**src/rtl/multicycle_controller_pkg.sv**
```systemverilog
// Shared definitions for the multicycle RV32I controller: FSM states, ALU op
// codes, opcodes, mux-select encodings and the immediate-format decode.
package multicycle_controller_pkg;

    typedef enum logic [3:0] {
        S_FETCH    = 4'd0,
        S_DECODE   = 4'd1,
        S_MEMADR   = 4'd2,
        S_MEMREAD  = 4'd3,
        S_MEMWB    = 4'd4,
        S_MEMWRITE = 4'd5,
        S_EXECR    = 4'd6,
        S_EXECI    = 4'd7,
        S_ALUWB    = 4'd8,
        S_BRANCH   = 4'd9,
        S_JAL      = 4'd10,
        S_JALR     = 4'd11,
        S_JALRPC   = 4'd12,
        S_LUI      = 4'd13
    } state_t;

    typedef enum logic [1:0] {
        ALUOP_ADD   = 2'd0,
        ALUOP_SUB   = 2'd1,
        ALUOP_FUNCT = 2'd2
    } aluop_t;

    localparam logic [2:0] ALU_ADD  = 3'd0;
    localparam logic [2:0] ALU_SUB  = 3'd1;
    localparam logic [2:0] ALU_AND  = 3'd2;
    localparam logic [2:0] ALU_OR   = 3'd3;
    localparam logic [2:0] ALU_XOR  = 3'd4;
    localparam logic [2:0] ALU_SLT  = 3'd5;
    localparam logic [2:0] ALU_SLTU = 3'd6;

    localparam logic [6:0] OP_LOAD   = 7'b0000011;
    localparam logic [6:0] OP_STORE  = 7'b0100011;
    localparam logic [6:0] OP_RTYPE  = 7'b0110011;
    localparam logic [6:0] OP_ITYPE  = 7'b0010011;
    localparam logic [6:0] OP_BRANCH = 7'b1100011;
    localparam logic [6:0] OP_JAL    = 7'b1101111;
    localparam logic [6:0] OP_JALR   = 7'b1100111;
    localparam logic [6:0] OP_LUI    = 7'b0110111;

    localparam logic [2:0] IMM_I = 3'd0;
    localparam logic [2:0] IMM_S = 3'd1;
    localparam logic [2:0] IMM_B = 3'd2;
    localparam logic [2:0] IMM_J = 3'd3;
    localparam logic [2:0] IMM_U = 3'd4;

    localparam logic [1:0] RES_ALUOUT    = 2'd0;
    localparam logic [1:0] RES_DATA      = 2'd1;
    localparam logic [1:0] RES_ALURESULT = 2'd2;
    localparam logic [1:0] RES_IMMEXT    = 2'd3;

    localparam logic [1:0] SRCA_PC    = 2'd0;
    localparam logic [1:0] SRCA_OLDPC = 2'd1;
    localparam logic [1:0] SRCA_A     = 2'd2;

    localparam logic [1:0] SRCB_B    = 2'd0;
    localparam logic [1:0] SRCB_IMM  = 2'd1;
    localparam logic [1:0] SRCB_FOUR = 2'd2;

    // Immediate format depends only on the opcode, independent of FSM state.
    function automatic logic [2:0] imm_sel(input logic [6:0] op);
        case (op)
            OP_STORE:  return IMM_S;
            OP_BRANCH: return IMM_B;
            OP_JAL:    return IMM_J;
            OP_LUI:    return IMM_U;
            default:   return IMM_I;
        endcase
    endfunction

endpackage

```
**src/rtl/multicycle_controller_alu_decoder.sv**
```systemverilog
// Combinational ALU decoder: maps the controller's ALU-op class and the
// instruction funct fields onto the ALUControl code.
module alu_decoder
    import multicycle_controller_pkg::*;
#(
    parameter int ALUCTL_W = 3
) (
    input  logic [6:0]          op,
    input  logic [2:0]          funct3,
    input  logic                funct7b5,
    input  logic [1:0]          aluop_class,
    output logic [ALUCTL_W-1:0] ALUControl
);

    always_comb begin
        ALUControl = ALU_ADD;
        case (aluop_class)
            ALUOP_SUB: ALUControl = ALU_SUB;
            ALUOP_FUNCT: begin
                case (funct3)
                    // Only R-type honours funct7b5; ADDI's bit 30 is immediate data.
                    3'b000:  ALUControl = (op == OP_RTYPE && funct7b5) ? ALU_SUB : ALU_ADD;
                    3'b010:  ALUControl = ALU_SLT;
                    3'b011:  ALUControl = ALU_SLTU;
                    3'b100:  ALUControl = ALU_XOR;
                    3'b110:  ALUControl = ALU_OR;
                    3'b111:  ALUControl = ALU_AND;
                    default: ALUControl = ALU_ADD;
                endcase
            end
            default: ALUControl = ALU_ADD;
        endcase
    end

endmodule

```
**src/rtl/multicycle_controller.sv**
```systemverilog
// Multicycle RV32I control unit: Moore FSM sequencing each instruction and
// decoding datapath selects/enables from the current state.
module multicycle_controller
    import multicycle_controller_pkg::*;
#(
    parameter int ALUCTL_W = 3,
    parameter int STATE_W  = 4
) (
    input  logic                clk,
    input  logic                rst_n,
    input  logic [6:0]          op,
    input  logic [2:0]          funct3,
    input  logic                funct7b5,
    input  logic                zero,
    input  logic                lt,
    input  logic                bge,
    output logic                PCWrite,
    output logic                AdrSrc,
    output logic                MemWrite,
    output logic                IRWrite,
    output logic                RegWrite,
    output logic [1:0]          ResultSrc,
    output logic [1:0]          ALUSrcA,
    output logic [1:0]          ALUSrcB,
    output logic [2:0]          ImmSrc,
    output logic [ALUCTL_W-1:0] ALUControl
);

    logic [STATE_W-1:0] state_reg;
    state_t             state_next;
    logic [1:0]         aluop_class;
    logic               branch_taken;

    always_ff @(posedge clk or negedge rst_n) begin
        if (!rst_n) begin
            state_reg <= S_FETCH;
        end else begin
            state_reg <= state_next;
        end
    end

    always_comb begin
        case (funct3)
            3'b000:  branch_taken = zero;
            3'b001:  branch_taken = !zero;
            3'b100:  branch_taken = lt;
            3'b101:  branch_taken = bge;
            default: branch_taken = 1'b0;
        endcase
    end

    always_comb begin
        state_next = S_FETCH;
        case (state_t'(state_reg))
            S_FETCH: state_next = S_DECODE;
            S_DECODE: begin
                case (op)
                    OP_LOAD, OP_STORE: state_next = S_MEMADR;
                    OP_RTYPE:          state_next = S_EXECR;
                    OP_ITYPE:          state_next = S_EXECI;
                    OP_BRANCH:         state_next = S_BRANCH;
                    OP_JAL:            state_next = S_JAL;
                    OP_JALR:           state_next = S_JALR;
                    OP_LUI:            state_next = S_LUI;
                    default:           state_next = S_FETCH;
                endcase
            end
            S_MEMADR:  state_next = (op == OP_LOAD) ? S_MEMREAD : S_MEMWRITE;
            S_MEMREAD: state_next = S_MEMWB;
            S_EXECR:   state_next = S_ALUWB;
            S_EXECI:   state_next = S_ALUWB;
            S_JAL:     state_next = S_ALUWB;
            S_JALR:    state_next = S_JALRPC;
            S_JALRPC:  state_next = S_ALUWB;
            default:   state_next = S_FETCH;
        endcase
    end

    always_comb begin
        PCWrite     = 1'b0;
        AdrSrc      = 1'b0;
        MemWrite    = 1'b0;
        IRWrite     = 1'b0;
        RegWrite    = 1'b0;
        ResultSrc   = RES_ALUOUT;
        ALUSrcA     = SRCA_PC;
        ALUSrcB     = SRCB_B;
        aluop_class = ALUOP_ADD;
        case (state_t'(state_reg))
            S_FETCH: begin
                IRWrite   = 1'b1;
                PCWrite   = 1'b1;
                ALUSrcB   = SRCB_FOUR;
                ResultSrc = RES_ALURESULT;
            end
            S_DECODE: begin
                ALUSrcA = SRCA_OLDPC;
                ALUSrcB = SRCB_IMM;
            end
            S_MEMADR: begin
                ALUSrcA = SRCA_A;
                ALUSrcB = SRCB_IMM;
            end
            S_MEMREAD: AdrSrc = 1'b1;
            S_MEMWB: begin
                ResultSrc = RES_DATA;
                RegWrite  = 1'b1;
            end
            S_MEMWRITE: begin
                AdrSrc   = 1'b1;
                MemWrite = 1'b1;
            end
            S_EXECR: begin
                ALUSrcA     = SRCA_A;
                aluop_class = ALUOP_FUNCT;
            end
            S_EXECI: begin
                ALUSrcA     = SRCA_A;
                ALUSrcB     = SRCB_IMM;
                aluop_class = ALUOP_FUNCT;
            end
            S_ALUWB: RegWrite = 1'b1;
            S_BRANCH: begin
                ALUSrcA     = SRCA_A;
                aluop_class = ALUOP_SUB;
                PCWrite     = branch_taken;
            end
            // JAL and JALRPC both load PC from ALUOut while computing OldPC+4 for the link.
            S_JAL, S_JALRPC: begin
                ALUSrcA = SRCA_OLDPC;
                ALUSrcB = SRCB_FOUR;
                PCWrite = 1'b1;
            end
            S_JALR: begin
                ALUSrcA = SRCA_A;
                ALUSrcB = SRCB_IMM;
            end
            S_LUI: begin
                ResultSrc = RES_IMMEXT;
                RegWrite  = 1'b1;
            end
            default: ;
        endcase
    end

    assign ImmSrc = imm_sel(op);

    alu_decoder #(
        .ALUCTL_W(ALUCTL_W)
    ) u_alu_decoder (
        .op         (op),
        .funct3     (funct3),
        .funct7b5   (funct7b5),
        .aluop_class(aluop_class),
        .ALUControl (ALUControl)
    );

endmodule

```
**config.mk**
```make
export PLATFORM = sky130hd
export DESIGN_NAME = multicycle_controller
export DESIGN_NICKNAME = d
export VERILOG_FILES = /design/src/rtl/multicycle_controller_pkg.sv /design/src/rtl/multicycle_controller_alu_decoder.sv /design/src/rtl/multicycle_controller.sv
export SDC_FILE = /design/constraint.sdc
export NUM_CORES = 1
export LEC_CHECK = 0
export CORE_MARGIN = 2
export CORE_UTILIZATION = 43
export DETAILED_ROUTE_END_ITERATION = 16
export PLACE_DENSITY = 0.88
export SETUP_SLACK_MARGIN = 0.15
export SKIP_LAST_GASP = 1
export SLEW_MARGIN = 5
export SYNTH_ARGS = -nofsm -noshare
export SYNTH_HDL_FRONTEND = slang
export SYNTH_HIERARCHICAL = 1
export SYNTH_SLANG_ARGS = --single-unit
```
**constraint.sdc**
```tcl
create_clock -name clk -period 6.1 [get_ports clk]
set_clock_uncertainty 0.1 [all_clocks]
set_input_delay 1.22 -clock clk [delete_from_list [all_inputs] [get_ports clk]]
set_output_delay 1.22 -clock clk [all_outputs]
set_load 0.02 [all_outputs]
```
After elaboration in Yosys (flattened, before gate mapping)
Index checks and enable logic that the tools add are counted.
Cells by class
  muxes and demuxes: 17
  reductions and logical operators: 13
  eq/ne operators: 30
Operator list (number)
  $pmux W4 S7: 1
  $eq A4 B4 Y1 const B: 6
  $pmux W4 S6: 1
  $eq A7 B6 Y1 const B: 3
  $eq A7 B7 Y1 const B: 3
  $pmux W3 S6: 1
  $eq A4 B3 Y1 const B: 4
  $eq A3 B3 Y1 const B: 4
  $pmux W2 S2: 3
  $pmux W3 S4: 1
  $reduce_or A3 Y1: 3
  $eq A4 B2 Y1 const B: 2
  $reduce_or A4 Y1: 2
  $eq A7 B2 Y1 const B: 1
  $eq A7 B5 Y1 const B: 1
  $eq A3 B2 Y1 const B: 2
  $pmux W2 S3: 1
  $pmux W3 S2: 1
  $reduce_or A2 Y1: 3
  $mux W1: 5
  $reduce_or A5 Y1: 1
  $eq A4 B1 Y1 const B: 1
  $logic_not A4 Y1: 1
  $pmux W1 S4: 1
  other kinds (8): 8
Word-level totals
  bits in registers: 4
  word-level logic and storage cells: 61
  output and inout bits: 17

Logic depth before layout (Yosys ltp)
  depth after elaboration: 5
  gate-level depth with buffers: 7
  mapped depth without buffers: 6

Hierarchy
The synthesis kept the hierarchy.
By module, submodules not included
  multicycle_controller: sequential area each 100.1 um^2, instances 1, cells each 80, area an instance 569.3 um^2
  alu_decoder: sequential area each 0.0 um^2, instances 1, cells each 15, area an instance 110.1 um^2

Worst setup path after synthesis
Ideal clock, no wire load.
  kind: input port to output port
  start: input port op[3]
  end: output port ALUControl[0]
  stages on the path: 2
  arrival time: 2.313 ns
  buffers on the path: 0
  setup slack: 2.467 ns
  path through: or4b_1 > o32ai_1
Between the ends
  cells in the longest elaborated chain, start to end: 5
Ends and longest elaborated chain
  from (decl): RTL line multicycle_controller.sv:11  | input logic [6:0] op,
  $eq A7 B6 Y1: RTL line multicycle_controller_alu_decoder.sv:22  | 3'b000: ALUControl = (op == OP_RTYPE && funct7b5) ? ALU_SUB : ALU_ADD;
  $logic_and A1 B1 Y1: RTL line multicycle_controller_alu_decoder.sv:22
  $mux W1: RTL line multicycle_controller_alu_decoder.sv:22
  $pmux W3 S6: RTL line multicycle_controller_alu_decoder.sv:20  | case (funct3)
  $pmux W3 S2: RTL line multicycle_controller_alu_decoder.sv:17  | case (aluop_class)
  to (decl): RTL line multicycle_controller.sv:26  | output logic [ALUCTL_W-1:0] ALUControl
No other way between the ends.

Worst setup path after layout
  start: input port op[2]
  end: output port ALUControl[0]
The elaborated chain is that of the path after synthesis.

==> metrics.csv <==
stage,metric,value,unit
sta,grt_setup_unrepaired,false,
grt,grt_max_degree,17,
drt,drt-pass1-iter-count,4,
worst_setup_path,crit_path_start_kind,input port,
grt,wire_length_of_the_first_global_routing_pass,2920,um
cts,cts_buffers,3,
cts,worst_case_clock_buffer_depth,2,
finish,finish.instance_area,1010,um2
run,maxCapViolCount,0,
sta,finalCritPeriodShare,74.1,%
synthesis,synth_area_per_cell,7.15,um2
worst_setup_path,crit_path_max_fanout,9,
place,gpl.final_weighted_congestion,0.753,
drt,via_count,789,
min_path,hp-class,reg2reg,
floorplanning,core.rowCount,14,
grt,grt_antenna_before_repair,0,
finish,antenna_fix_cells,0,
place,detailed_place_hpwl,1390,um
sta,timing.final.setup_violations,0,
sta,final.min_clock_period,4.52,ns
cts,insertion_delay,0.23,ns
cts,cts_sinks,4,
place,dpl_worst_slack,1.58,ns
drt,drc,0,
finish,drive_above_1_share,6.40,%
floorplanning,chipWidth,43.8,um
sta,fmax,221,MHz
place,dpl_cell_area,987,um2
floorplanning,floorplan.die_area,1910,um2
drt,route.final.wire_length,1700,um
worst_setup_path,timing.critical_path.arrival,3.20,ns
grt,grt_pass1_vias,727,
grt,global_route.overflow_total,0,
drt,ant_nets,0,
worst_setup_path,cp_data_required_time,4.78,ns
synthesis,ys_warn_count,6,
sta,timing.slew.headroom,69.8,%
worst_setup_path,timing.critical_path.to_type,primary output,
synthesis,post_synthesis_register_bit_count,4,
floorplanning,initial_utilization,45.6,%
cts,cts-hold-fix-buffers,0,
sta,timing.final.hold_violations,0,
finish,nNetsFinal,145,
floorplanning,top_level_ports,33,
grt,groute.usage.overall,19.7,%
cts,clock_tree.htree_level_count,1,
pwr,totalPowerFinal,0.000231,W
cts,post_cts_buffers,0,
finish,fillers,138,
drt,initialDrtViolationCount,14,
finish,area_growth_synth_to_finish,48.6,%
pwr,power_density,228,nW/um2
synthesis,synth.net_count,113,
floorplanning,dieHeight,43.8,um
floorplanning,core_area,1490,um2
synthesis,part_of_the_yosys_area_used_for_sequential_elements,14.7,%
worst_setup_path,crit_type,in2out,
sta,timing.final.max_slew_violations,0,
cts,clk_pin_slew,0.03,ns
pwr,ir_drop,0.000109,V
outcome,status,"finished, final reports clean",
cts,clock_tree_from_tritoncts,done,
sta,final.setup.tns,0,ns
synthesis,post_synth_instance_area,679,um2
sta,tightestPinTransition,0.454,ns
sta,hold-worst-slack,0.691,ns
cts,clock_tree.root_cell,sky130_fd_sc_hd__clkbuf_4,
drt,route.detailed.wl_per_inst,12.1,um
finish,largest_register_ff_count,4,
sta,setup_slack,1.58,ns
synthesis,syn_inst,95,
pwr,leakage_power,0.382,nW
drt,post_drt_via_cell_ratio,5.60,
cts,postCtsResizedCells,0,
place,place.port_buffers,32,
synthesis,synth.distinct_cells,39,
cells in the mapped netlist:
| library cell | n | share of area [%] |
|---|---|---|
| sky130_fd_sc_hd__xnor2_1 | 3 | 3.9 |
| sky130_fd_sc_hd__and2_1 | 1 | 0.92 |
| sky130_fd_sc_hd__or4_1 | 1 | 1.1 |
| sky130_fd_sc_hd__buf_4 | 1 | 1.1 |
| sky130_fd_sc_hd__nand3_1 | 4 | 2.9 |
| sky130_fd_sc_hd__inv_1 | 4 | 2.2 |
| sky130_fd_sc_hd__o21ai_0 | 1 | 0.74 |
| sky130_fd_sc_hd__a22oi_1 | 1 | 1.1 |
| sky130_fd_sc_hd__o32ai_1 | 2 | 2.6 |
| sky130_fd_sc_hd__a211oi_1 | 2 | 2.2 |
| sky130_fd_sc_hd__a21oi_1 | 7 | 5.2 |
| sky130_fd_sc_hd__nor2b_1 | 1 | 0.92 |
| sky130_fd_sc_hd__xor2_1 | 4 | 5.2 |
| sky130_fd_sc_hd__nand2_1 | 5 | 2.8 |
| sky130_fd_sc_hd__or4b_1 | 1 | 1.5 |
| sky130_fd_sc_hd__clkbuf_1 | 1 | 0.55 |
| sky130_fd_sc_hd__nand2b_1 | 4 | 3.7 |
| sky130_fd_sc_hd__or2_1 | 1 | 0.92 |
| sky130_fd_sc_hd__nand3_2 | 1 | 1.5 |
| sky130_fd_sc_hd__nor2_1 | 10 | 5.5 |
| sky130_fd_sc_hd__nor4_2 | 1 | 1.8 |
| sky130_fd_sc_hd__nand4b_1 | 2 | 2.6 |
| sky130_fd_sc_hd__mux2i_1 | 2 | 2.9 |
| sky130_fd_sc_hd__o21ai_1 | 6 | 4.4 |
| sky130_fd_sc_hd__nor3b_1 | 4 | 4.4 |
| sky130_fd_sc_hd__buf_6 | 1 | 1.7 |
| sky130_fd_sc_hd__a31oi_1 | 2 | 1.8 |
| sky130_fd_sc_hd__buf_2 | 2 | 1.5 |
| sky130_fd_sc_hd__or3_4 | 1 | 1.7 |
| sky130_fd_sc_hd__inv_2 | 2 | 1.1 |
| sky130_fd_sc_hd__and3_1 | 2 | 1.8 |
| sky130_fd_sc_hd__a211o_1 | 1 | 1.3 |
| sky130_fd_sc_hd__ha_1 | 2 | 3.7 |
| sky130_fd_sc_hd__nor4bb_1 | 1 | 1.5 |
| sky130_fd_sc_hd__a21o_1 | 1 | 1.1 |
| sky130_fd_sc_hd__dfrtp_1 | 4 | 15 |
| sky130_fd_sc_hd__a32o_1 | 1 | 1.5 |
| sky130_fd_sc_hd__or3_1 | 2 | 1.8 |
| sky130_fd_sc_hd__nor3_1 | 3 | 2.2 |
path summary, 6_finish.rpt:
path / to / depth (start not counted) / start / slack [ns]
min in group asynchronous: state_reg[1] / 1 / rst_n / 1.08
max reg2reg: state_reg[3] / 4 / state_reg[2] / 4.45
max in group asynchronous: state_reg[3] / 1 / rst_n / 4.66
min: state_reg[3] / 1 / state_reg[3] / 0.69
max: ALUControl[0] / 4 / op[2] / 1.58
min reg2reg: state_reg[3] / 1 / state_reg[3] / 0.69
placed cells by master, fill, tap and decap left out, types with 3 or more instances in the layout:
cell and count:
sky130_fd_sc_hd__clkdlybuf4s50_1 32, sky130_fd_sc_hd__nor2_1 10, sky130_fd_sc_hd__nor3_1 3, sky130_fd_sc_hd__dfrtp_1 4, sky130_fd_sc_hd__a21oi_1 7, sky130_fd_sc_hd__xor2_1 4, sky130_fd_sc_hd__nor3b_1 4, sky130_fd_sc_hd__nand2_1 5
sky130_fd_sc_hd__o21ai_1 6, sky130_fd_sc_hd__inv_1 4, sky130_fd_sc_hd__nand2b_1 4, sky130_fd_sc_hd__nand3_1 4, sky130_fd_sc_hd__xnor2_1 3, sky130_fd_sc_hd__clkbuf_4 3
power breakdown:
part | switching (W) | total [W] | internal, W | leakage [nW]
registers | 0.0000134 | 0.0000442 | 0.0000307 | 0.0534
logic | 0.0000805 | 0.000155 | 0.0000744 | 0.315
clock network | 0.00000952 | 0.0000314 | 0.0000219 | 0.0138
total | 0.000103 | 0.000231 | 0.000127 | 0.382
critical path, stage by stage:
cell                              delay [ns]
sky130_fd_sc_hd__clkdlybuf4s50_1        0.57
sky130_fd_sc_hd__or4b_1                 0.55
sky130_fd_sc_hd__o32ai_1                0.22
sky130_fd_sc_hd__clkdlybuf4s50_1        0.64
routing by layer:
layer	routed length (um)	global-route usage [%]
met5	0	0
met4	8	7.27
met3	86	2.50
met2	852	33.5
met1	754	25.1
per-stage QoR:
stage / std cells / util (%)
3_3_place_gp: 138 / 66.3
5_1_grt: 141 / 67.8
2_1_floorplan: 95 / -
4_1_cts: 141 / 67.8
6_report: 141 / 67.8
3_5_place_dp: 138 / 66.3
layout make-up:
type,instances,area (um2),share of cell area (%)
Multi-Input combinational cell,80,524,51.9
Clock buffer,3,22.5,2.23
Sequential cell,4,100,9.91
Timing Repair Buffer,32,320,31.7
Tap cell,16,20.0,1.98
Inverter,6,22.5,2.23
cells by family (layout without fill, tap and decap cells):
group,Yosys count,count (layout),share of synthesized area [%]
AND/OR/NAND/NOR,45,45,39.6
adder cells (fa/ha/maj),2,2,3.68
buffers and inverters,11,41,8.10
flip-flops,4,4,14.7
XOR/XNOR,7,7,9.02
multiplexers,2,2,2.95
AO/OA/AOI/OAI,24,24,21.9
Power figures use the tool's default switching activity.
